$ cat src/rtl/mc_sched_pkg.sv
// Shared types and defaults for the Monte Carlo option scheduler.
package mc_sched_pkg;

  typedef enum logic [1:0] {
    G_IDLE = 2'd0,
    G_RUN  = 2'd1,
    G_HOLD = 2'd2
  } gen_state_t;

  typedef enum logic {
    C_IDLE = 1'b0,
    C_RUN  = 1'b1
  } core_state_t;

  localparam int unsigned WDOG_CYCLES_DEF = 65535;

endpackage

$ cat src/rtl/mc_rr_select.sv
// Round-robin instance select: modulo-N counter that is held at zero
// whenever its generator group is not busy. Requires N >= 2.
module mc_rr_select #(
  parameter int unsigned N = 3,
  localparam int unsigned W = $clog2(N)
) (
  input  logic         i_clk,
  input  logic         i_rst_n,
  input  logic         i_clr,
  input  logic         i_inc,
  output logic [W-1:0] o_sel
);

  localparam logic [W-1:0] LAST = W'(N - 1);

  logic [W-1:0] r_sel;

  always_ff @(posedge i_clk or negedge i_rst_n) begin
    if (!i_rst_n) begin
      r_sel <= '0;
    end else if (i_clr) begin
      r_sel <= '0;
    end else if (i_inc) begin
      r_sel <= (r_sel == LAST) ? '0 : r_sel + W'(1);
    end
  end

  assign o_sel = r_sel;

endmodule

$ cat src/rtl/mc_option_scheduler.sv
// Option sequencer: table generation, bank swap and MC core launch/collect.
// Optional per-stage watchdog is compiled in with SCHED_WATCHDOG_EN.
module mc_option_scheduler
  import mc_sched_pkg::*;
#(
  parameter int unsigned N_GEN       = 3,
  parameter int unsigned N_CORE      = 2,
  parameter int unsigned WDOG_CYCLES = WDOG_CYCLES_DEF
) (
  input  logic                     CLK,
  input  logic                     iRstN,
  input  logic                     iOptValid,
  output logic                     oOptReady,
  output logic                     oStartExpMu,
  output logic                     oStartExpSigma,
  input  logic                     iDoneExpMu,
  input  logic                     iDoneExpSigma,
  output logic                     oBusyExpMu,
  output logic                     oBusyExpSigma,
  output logic [$clog2(N_GEN)-1:0] oMuSel,
  output logic [$clog2(N_GEN)-1:0] oSigmaSel,
  output logic                     oSwitch,
  output logic                     oStartCores,
  input  logic [N_CORE-1:0]        iDoneCore,
  output logic                     oBusyCores,
  output logic                     oResultValid,
  output logic                     oResultBank,
  output logic                     oError
);

  gen_state_t  r_gen_state, w_gen_state_next;
  core_state_t r_core_state, w_core_state_next;

  logic r_opt_ready, w_opt_ready_next;
  logic r_start_mu, w_start_mu_next;
  logic r_start_sig, w_start_sig_next;
  logic r_busy_mu, w_busy_mu_next;
  logic r_busy_sig, w_busy_sig_next;
  logic r_mu_flag, w_mu_flag_next;
  logic r_sig_flag, w_sig_flag_next;
  logic r_switch, w_switch_next;
  logic r_bank, w_bank_next;
  logic r_start_cores, w_start_cores_next;
  logic r_busy_cores, w_busy_cores_next;
  logic r_result_valid, w_result_valid_next;
  logic r_error, w_error_next;
  logic [N_CORE-1:0] r_core_flags, w_core_flags_next;

  logic              w_mu_seen, w_sig_seen, w_handoff;
  logic              w_gen_tmo, w_core_tmo;
  logic [N_CORE-1:0] w_core_done_in, w_core_flags_all;

  assign w_mu_seen  = r_mu_flag | iDoneExpMu;
  assign w_sig_seen = r_sig_flag | iDoneExpSigma;
  assign w_handoff  = (r_gen_state == G_HOLD) && (r_core_state == C_IDLE);
  // Core dones coinciding with the start pulse belong to the previous run.
  assign w_core_done_in   = r_start_cores ? '0 : iDoneCore;
  assign w_core_flags_all = r_core_flags | w_core_done_in;

  always_ff @(posedge CLK or negedge iRstN) begin
    if (!iRstN) begin
      r_gen_state    <= G_IDLE;
      r_core_state   <= C_IDLE;
      r_opt_ready    <= 1'b1;
      r_start_mu     <= 1'b0;
      r_start_sig    <= 1'b0;
      r_busy_mu      <= 1'b0;
      r_busy_sig     <= 1'b0;
      r_mu_flag      <= 1'b0;
      r_sig_flag     <= 1'b0;
      r_switch       <= 1'b0;
      r_bank         <= 1'b0;
      r_start_cores  <= 1'b0;
      r_busy_cores   <= 1'b0;
      r_result_valid <= 1'b0;
      r_error        <= 1'b0;
      r_core_flags   <= '0;
    end else begin
      r_gen_state    <= w_gen_state_next;
      r_core_state   <= w_core_state_next;
      r_opt_ready    <= w_opt_ready_next;
      r_start_mu     <= w_start_mu_next;
      r_start_sig    <= w_start_sig_next;
      r_busy_mu      <= w_busy_mu_next;
      r_busy_sig     <= w_busy_sig_next;
      r_mu_flag      <= w_mu_flag_next;
      r_sig_flag     <= w_sig_flag_next;
      r_switch       <= w_switch_next;
      r_bank         <= w_bank_next;
      r_start_cores  <= w_start_cores_next;
      r_busy_cores   <= w_busy_cores_next;
      r_result_valid <= w_result_valid_next;
      r_error        <= w_error_next;
      r_core_flags   <= w_core_flags_next;
    end
  end

  always_comb begin
    w_gen_state_next    = r_gen_state;
    w_core_state_next   = r_core_state;
    w_opt_ready_next    = r_opt_ready;
    w_start_mu_next     = 1'b0;
    w_start_sig_next    = 1'b0;
    w_busy_mu_next      = r_busy_mu;
    w_busy_sig_next     = r_busy_sig;
    w_mu_flag_next      = r_mu_flag;
    w_sig_flag_next     = r_sig_flag;
    w_switch_next       = r_switch;
    w_bank_next         = r_bank;
    w_start_cores_next  = 1'b0;
    w_busy_cores_next   = r_busy_cores;
    w_result_valid_next = 1'b0;
    w_error_next        = r_error;
    w_core_flags_next   = r_core_flags;

    case (r_gen_state)
      G_IDLE: begin
        if (iOptValid && r_opt_ready) begin
          w_start_mu_next  = 1'b1;
          w_start_sig_next = 1'b1;
          w_busy_mu_next   = 1'b1;
          w_busy_sig_next  = 1'b1;
          w_opt_ready_next = 1'b0;
          w_mu_flag_next   = 1'b0;
          w_sig_flag_next  = 1'b0;
          w_gen_state_next = G_RUN;
        end
      end
      G_RUN: begin
        w_mu_flag_next  = w_mu_seen;
        w_sig_flag_next = w_sig_seen;
        if (iDoneExpMu)    w_busy_mu_next  = 1'b0;
        if (iDoneExpSigma) w_busy_sig_next = 1'b0;
        // A completion on the timeout edge still counts as a success.
        if (w_mu_seen && w_sig_seen) begin
          w_gen_state_next = G_HOLD;
        end else if (w_gen_tmo) begin
          w_busy_mu_next   = 1'b0;
          w_busy_sig_next  = 1'b0;
          w_mu_flag_next   = 1'b0;
          w_sig_flag_next  = 1'b0;
          w_opt_ready_next = 1'b1;
          w_error_next     = 1'b1;
          w_gen_state_next = G_IDLE;
        end
      end
      G_HOLD: begin
        if (w_handoff) begin
          w_opt_ready_next = 1'b1;
          w_gen_state_next = G_IDLE;
        end
      end
      default: w_gen_state_next = G_IDLE;
    endcase

    case (r_core_state)
      C_IDLE: begin
        if (w_handoff) begin
          w_switch_next      = ~r_switch;
          w_bank_next        = r_switch;
          w_start_cores_next = 1'b1;
          w_busy_cores_next  = 1'b1;
          w_core_flags_next  = '0;
          w_core_state_next  = C_RUN;
        end
      end
      C_RUN: begin
        w_core_flags_next = w_core_flags_all;
        if (&w_core_flags_all) begin
          w_busy_cores_next   = 1'b0;
          w_result_valid_next = 1'b1;
          w_core_flags_next   = '0;
          w_core_state_next   = C_IDLE;
        end else if (w_core_tmo) begin
          w_busy_cores_next = 1'b0;
          w_core_flags_next = '0;
          w_error_next      = 1'b1;
          w_core_state_next = C_IDLE;
        end
      end
      default: w_core_state_next = C_IDLE;
    endcase
  end

`ifdef SCHED_WATCHDOG_EN
  localparam logic [31:0] WDOG_LAST = 32'(WDOG_CYCLES - 1);

  logic [31:0] r_gen_wdog, r_core_wdog;

  // Counters sit at zero outside their RUN state, so every entry restarts them.
  always_ff @(posedge CLK or negedge iRstN) begin
    if (!iRstN) begin
      r_gen_wdog  <= '0;
      r_core_wdog <= '0;
    end else begin
      r_gen_wdog  <= (r_gen_state == G_RUN)  ? r_gen_wdog + 32'd1  : '0;
      r_core_wdog <= (r_core_state == C_RUN) ? r_core_wdog + 32'd1 : '0;
    end
  end

  assign w_gen_tmo  = (r_gen_state == G_RUN)  && (r_gen_wdog == WDOG_LAST);
  assign w_core_tmo = (r_core_state == C_RUN) && (r_core_wdog == WDOG_LAST);
`else
  // WDOG_CYCLES has no effect in this build; both stages wait indefinitely.
  assign w_gen_tmo  = 1'b0 & (WDOG_CYCLES == 0);
  assign w_core_tmo = 1'b0;
`endif

  mc_rr_select #(.N(N_GEN)) u_mu_sel (
    .i_clk   (CLK),
    .i_rst_n (iRstN),
    .i_clr   (~w_busy_mu_next),
    .i_inc   (r_busy_mu),
    .o_sel   (oMuSel)
  );

  mc_rr_select #(.N(N_GEN)) u_sigma_sel (
    .i_clk   (CLK),
    .i_rst_n (iRstN),
    .i_clr   (~w_busy_sig_next),
    .i_inc   (r_busy_sig),
    .o_sel   (oSigmaSel)
  );

  assign oOptReady      = r_opt_ready;
  assign oStartExpMu    = r_start_mu;
  assign oStartExpSigma = r_start_sig;
  assign oBusyExpMu     = r_busy_mu;
  assign oBusyExpSigma  = r_busy_sig;
  assign oSwitch        = r_switch;
  assign oStartCores    = r_start_cores;
  assign oBusyCores     = r_busy_cores;
  assign oResultValid   = r_result_valid;
  assign oResultBank    = r_bank;
  assign oError         = r_error;

endmodule
$ cat config.mk
export PLATFORM = sky130hd
export DESIGN_NAME = mc_option_scheduler
export DESIGN_NICKNAME = d
export VERILOG_FILES = /design/src/rtl/mc_sched_pkg.sv /design/src/rtl/mc_rr_select.sv /design/src/rtl/mc_option_scheduler.sv
export SDC_FILE = /design/constraint.sdc
export NUM_CORES = 1
export LEC_CHECK = 0
export CAP_MARGIN = 20
export CORE_UTILIZATION = 42
export DETAILED_ROUTE_END_ITERATION = 7
export GPL_ROUTABILITY_DRIVEN = 0
export PLACE_DENSITY = 0.78
export SETUP_SLACK_MARGIN = 0.02
export SKIP_LAST_GASP = 1
export SYNTH_ARGS = -nofsm -noshare
export SYNTH_HDL_FRONTEND = slang
export SYNTH_SLANG_ARGS = --single-unit
$ cat constraint.sdc
create_clock -name CLK -period 1.4 [get_ports CLK]
set_clock_uncertainty 0.1 [all_clocks]
set_input_delay 0.28 -clock CLK [delete_from_list [all_inputs] [get_ports CLK]]
set_output_delay 0.28 -clock CLK [all_outputs]
set_load 0.02 [all_outputs]
==> Word level (Yosys, flattened, before mapping) <==
Cells that the tools add are included.
{ "totals": {"ff_bits": 20, "in_bits": 7, "output_inout_bits": 15, "wordCells": 80} }
{ "op_classes": {"add_sub_neg": 2, "eq_ne": 11, "mux": 34, "bitwise_logic": 5, "n_reduce_logical": 12} }
{ "ops": {"columns": ["op", "count"], "rows": [
  ["two-way mux 2 bit", 11],
  ["two-way mux 1 bit", 14],
  ["one-hot mux 1 bit (2 select lines)", 7],
  ["!= test 2 bit (second input constant)", 6],
  ["AND reduction 2 bit", 4],
  ["== test 2 bit (second input constant)", 3],
  ["one-hot mux 2 bit (3 select lines)", 1],
  ["AND reduction 3 bit", 2],
  ["adder 2 x 1 -> 2 bit (second input constant)", 2],
  ["one-hot mux 2 bit (2 select lines)", 1],
  ["nonzero test 2 bit", 2],
  ["logical AND 1 bit", 3],
  ["== test 2 x 1 -> 1 bit (second input constant)", 1],
  ["logical NOT 2 bit", 1],
  ["!= test 2 x 1 -> 1 bit (second input constant)", 1],
  ["NOT 1 bit", 2],
  ["bitwise OR 1 bit", 2],
  ["bitwise OR 2 bit", 1]
]} }

==> Depth between registers and ports, before layout <==
{ "depth": {"word_depth": 5, "mapped_depth": 4, "mapped_depth_nobuf": 3} }

==> Hierarchy <==
From an unflattened synthesis, not the netlist that was laid out.
{ "hier_totals": {"hier_cells": 71, "area_unflattened_um2": 852.1} }
{ "by_module_without_submodules": {"columns": ["module", "n_inst", "cells_per_inst", "area_per_inst_um2", "seq_area_each_um2"], "rows": [
  ["mc_option_scheduler", 1, 55, 674.4, 401.6],
  ["mc_rr_select", 2, 8, 88.8, 50.0]
]} }

==> Least setup slack after synthesis <==
OpenSTA, ideal clock, no wires.
{ "synth_path": {"path_type": "flip-flop to flip-flop", "start": "register r_opt_ready, in the netlist oOptReady", "end": "register u_sigma_sel.r_sel[0], in the netlist u_sigma_sel.o_sel[0]", "setup_time_ps": 80, "arrival_time_ps": 1110, "slack_ps": 110, "stages_incl_launch_ff": 5, "path_buffers": 1, "path_cell_list": "dfstp_2 and4bb_1 buf_6 nand2_1 o22ai_2"} }
{ "synth_between": {"elab_chain_len": 4, "word_cells_on_any_way": 5} }
{ "synth_rtl": {"columns": ["element", "line", "text"], "rows": [
  ["start, declared", "mc_option_scheduler.sv:34", "logic r_opt_ready, w_opt_ready_next;"],
  ["start signal, assigned", "mc_option_scheduler.sv:81", "r_opt_ready <= w_opt_ready_next;"],
  ["logical AND 1 bit *", "mc_option_scheduler.sv:118", "if (iOptValid && r_opt_ready) begin"],
  ["two-way mux 1 bit *", "mc_option_scheduler.sv:118", null],
  ["one-hot mux 1 bit (2 select lines) *", "mc_option_scheduler.sv:116", "case (r_gen_state)"],
  ["!= test 2 bit (no source line) / two-way mux 2 bit (equally long branches)", null, null],
  ["end signal, assigned", "mc_rr_select.sv:24", "r_sel <= (r_sel == LAST) ? '0 : r_sel + W'(1);"],
  ["end, declared", "mc_rr_select.sv:16", "logic [W-1:0] r_sel;"]
]} }
Every way passes the cells marked *; elsewhere a longest branch is shown, timed or not.
A chain may end at the register's enable or synchronous reset.

==> Final worst setup path <==
{ "layout_path": {"start": "register r_opt_ready, in the netlist oOptReady", "end": "output oOptReady"} }
{ "layout_rtl": {"columns": ["element", "line", "text"], "rows": [
  ["end, declared", "mc_option_scheduler.sv:13", "output logic oOptReady,"]
]} }
No word-level cell between the ends.

==> results.py <==
metrics = {
    "floorplanning": {
        "start_util": 0.469,
        "coreArea_um2": 1820,
        "die_h_um": 47.1,
        "placementRows": 15,
        "die_x_um": 47.1,
        "dieArea_um2": 2220,
        "num_io_pins": 22,
    },
    "global_routing": {
        "grt.overflow.total": 0,
        "grt_max_degree": 21,
        "gr-usage-all-layers": 0.176,
        "antenna_found_initial": 0,
        "grt_pass1_vias": 607,
        "grt_pass1_wl_mm": 2.58,
    },
    "flow_run": {
        "cap_violations": 0,
    },
    "clock_network": {
        "cts_hold_buf": 0,
        "cts-buffers-inserted": 3,
        "clkSinkCount": 20,
        "htreeDepth": 1,
        "clock-root-buffer": "clkbuf_4",
        "clk_latency_ns": 0.30,
        "clockBufferDepth": 2,
        "path_clk_slew_ns": 0.11,
        "cts_tree": "yes",
    },
    "drt": {
        "drcViolationCount": 0,
        "vias_per_cell": 5.37,
        "top_layer": "met4",
        "drt.antenna.violating_nets": 0,
        "wl_met3_um": 92,
        "first_pass_iters": 4,
        "met2_length_um": 988,
        "wl_per_cell_um": 13.9,
        "drtIter0Drc": 19,
        "vias": 704,
        "routed_wl_mm": 1.82,
        "m1WireLength_um": 731,
    },
    "placed_design": {
        "placed_cell_area_um2": 1140,
        "io_buffers": 20,
        "dpl.hpwl_mm": 1.28,
    },
    "timing": {
        "tns_ns": 0,
        "whs_ns": 0.204,
        "fin_crit_sh": 0.975,
        "drv_slew": 0,
        "clock.fmax_mhz": 732,
        "rsz0062_at_grt": "yes",
        "setup_viol": 0,
        "hold_violations": 0,
        "fin_crit_ns": 1.37,
    },
    "critical_path": {
        "critPathTopFamily": "flip-flops",
        "start_kind": "register",
        "timing.rr.start": "oOptReady",
        "r2r_slack_ns": 0.05,
        "cp-end-kind": "output port",
        "ff2ff_path_depth": 4,
        "cp.depth": 1,
        "cp.required_ns": 1.02,
        "crit_start": "oOptReady",
        "crit_path_max_fanout": 2,
        "path_class": "reg2out",
        "cp.arrival_ns": 0.99,
        "crit_buf_inv": 1,
        "cpMaxStageDelayCell": "dfstp_2",
        "cpPeakStageDelay_ns": 0.55,
        "cp_cell_sequence": "buf_4",
    },
    "pwr": {
        "power.density_nw_per_um2": 2410,
        "power_leakage_nw": 0.567,
        "vdd_drop_max_uv": 1230,
    },
    "synthesis": {
        "synthCells": 72,
        "synthDominantCellAreaShare": 0.557,
        "netlist_area_um2": 853,
        "syn-num-nets": 79,
        "yosysMostFrequentCell": "dfrtp_1",
        "synth_common_cells": "19 x dfrtp_1, 6 x inv_1, 5 x a21oi_1",
        "yosys_register_bits": 20,
        "yosys-top-cells-area": "dfrtp_1 56%, dfstp_2 3.1%, a21oi_1 2.9%, inv_1 2.6%, a32o_1 2.3%",
        "synth_seq_area_share": 0.588,
        "syn_avg_cell_area_um2": 11.9,
        "synth-edff-count": 0,
        "synth_area_leader_cell": "dfrtp_1",
        "ys_types": 30,
        "ys.flop_type": "dfrtp_1",
        "yosysWarnings": 0,
        "synthArstFlopShare": 1.00,
    },
    "layout": {
        "area_delta_synth_final_pct": 37.1,
        "final_area_um2": 1170,
        "finish.utilization": 0.643,
        "layout.nets": 114,
        "drive_above_1_share": 0.349,
        "diodes": 0,
    },
    "hold_path": {
        "hold_path_class": "in2async",
    },
    "outcome": {
        "status": "completed",
    },
}
## metal layers
layer,vias up,GRT usage
met3,2,0.0269
met2,32,0.317
met1,345,0.203
met4,0,0.0857
li1,325,-
met5,-,0
## placed cells by master (no fill, tap or decap), drive strengths merged
master and n:
nand2b 2, clkdlybuf4s50 6, dfstp 1, nand3b 1
conb 1, a21o 2, o41ai 1, o22ai 3
a31oi 3, bufinv 1, a31o 1, and4bb 2
a21oi 5, nand3 3, nor2 3, and3b 1
o31ai 2, nor3b 1, inv 6, buf 15
dfrtp 19, xor2 1, nand2 4, a32o 2
clkdlybuf4s15 3, clkbuf 12, o21bai 2, mux2 1
o21a 1, and3 1
## per-stage QoR
step / worst slack [ns] / power (W) / std cells
final: 0.0347 / 0.00282 / 131
after global routing: 0.000248 / 0.00297 / 131
after CTS: -0.178 / 0.00285 / 129
after detailed placement: -0.285 / 0.00243 / 124
after global placement: -0.190 / 0.00237 / 124
after floorplan: 0.110 / 0.00178 / 72
## power by group
part           total [W]  internal, W  leakage, nW  switching (W)
Sequential      0.000999     0.000835        0.250       0.000164
Clock           0.000464     0.000289       0.0279       0.000174
Combinational    0.00135     0.000643        0.289       0.000712
## worst paths after layout
kind / endpoint
max: oOptReady
min in group CLK: oStartCores
max in group asynchronous: oOptReady
min: u_mu_sel.o_sel[0]
min reg2reg: oStartCores
max reg2reg: u_sigma_sel.o_sel[1]
## cell type report
type                    instances  area [um^2]
clock inverters                 1         30.0
flip-flops and latches         20          502
well taps                      25         31.3
multi-input cells              43          314
repair buffers                 33          248
clock buffers                   3         22.5
inverters                       6         22.5
fillers                       157          651
## sequential cells by signal (all words and copies together), names as in the netlist, 2 cells and up
| register | cells |
|---|---|
| r_gen_state | 2 |
| u_mu_sel.o_sel | 2 |
| u_sigma_sel.o_sel | 2 |
| r_core_flags | 2 |
## what timing repair did
| action | in CTS | in global routing |
|---|---|---|
| setup endpoints to repair | 21 | 14 |
| pin swaps | 0 | 1 |
| buffers inserted | 0 | 2 |
| resized for setup | 31 | 15 |
| cloned | 1 | 0 |
## logic make-up after synthesis
kind of cell,after synthesis,share of synthesized area
mux,1,0.0176
flops,20,0.588
buf+inv,10,0.0630
xor+xnor,1,0.0103
other cells,1,0.00439
simple gates,17,0.126
compound gates,22,0.191
Note: power is estimated with default switching activity, not from simulation.
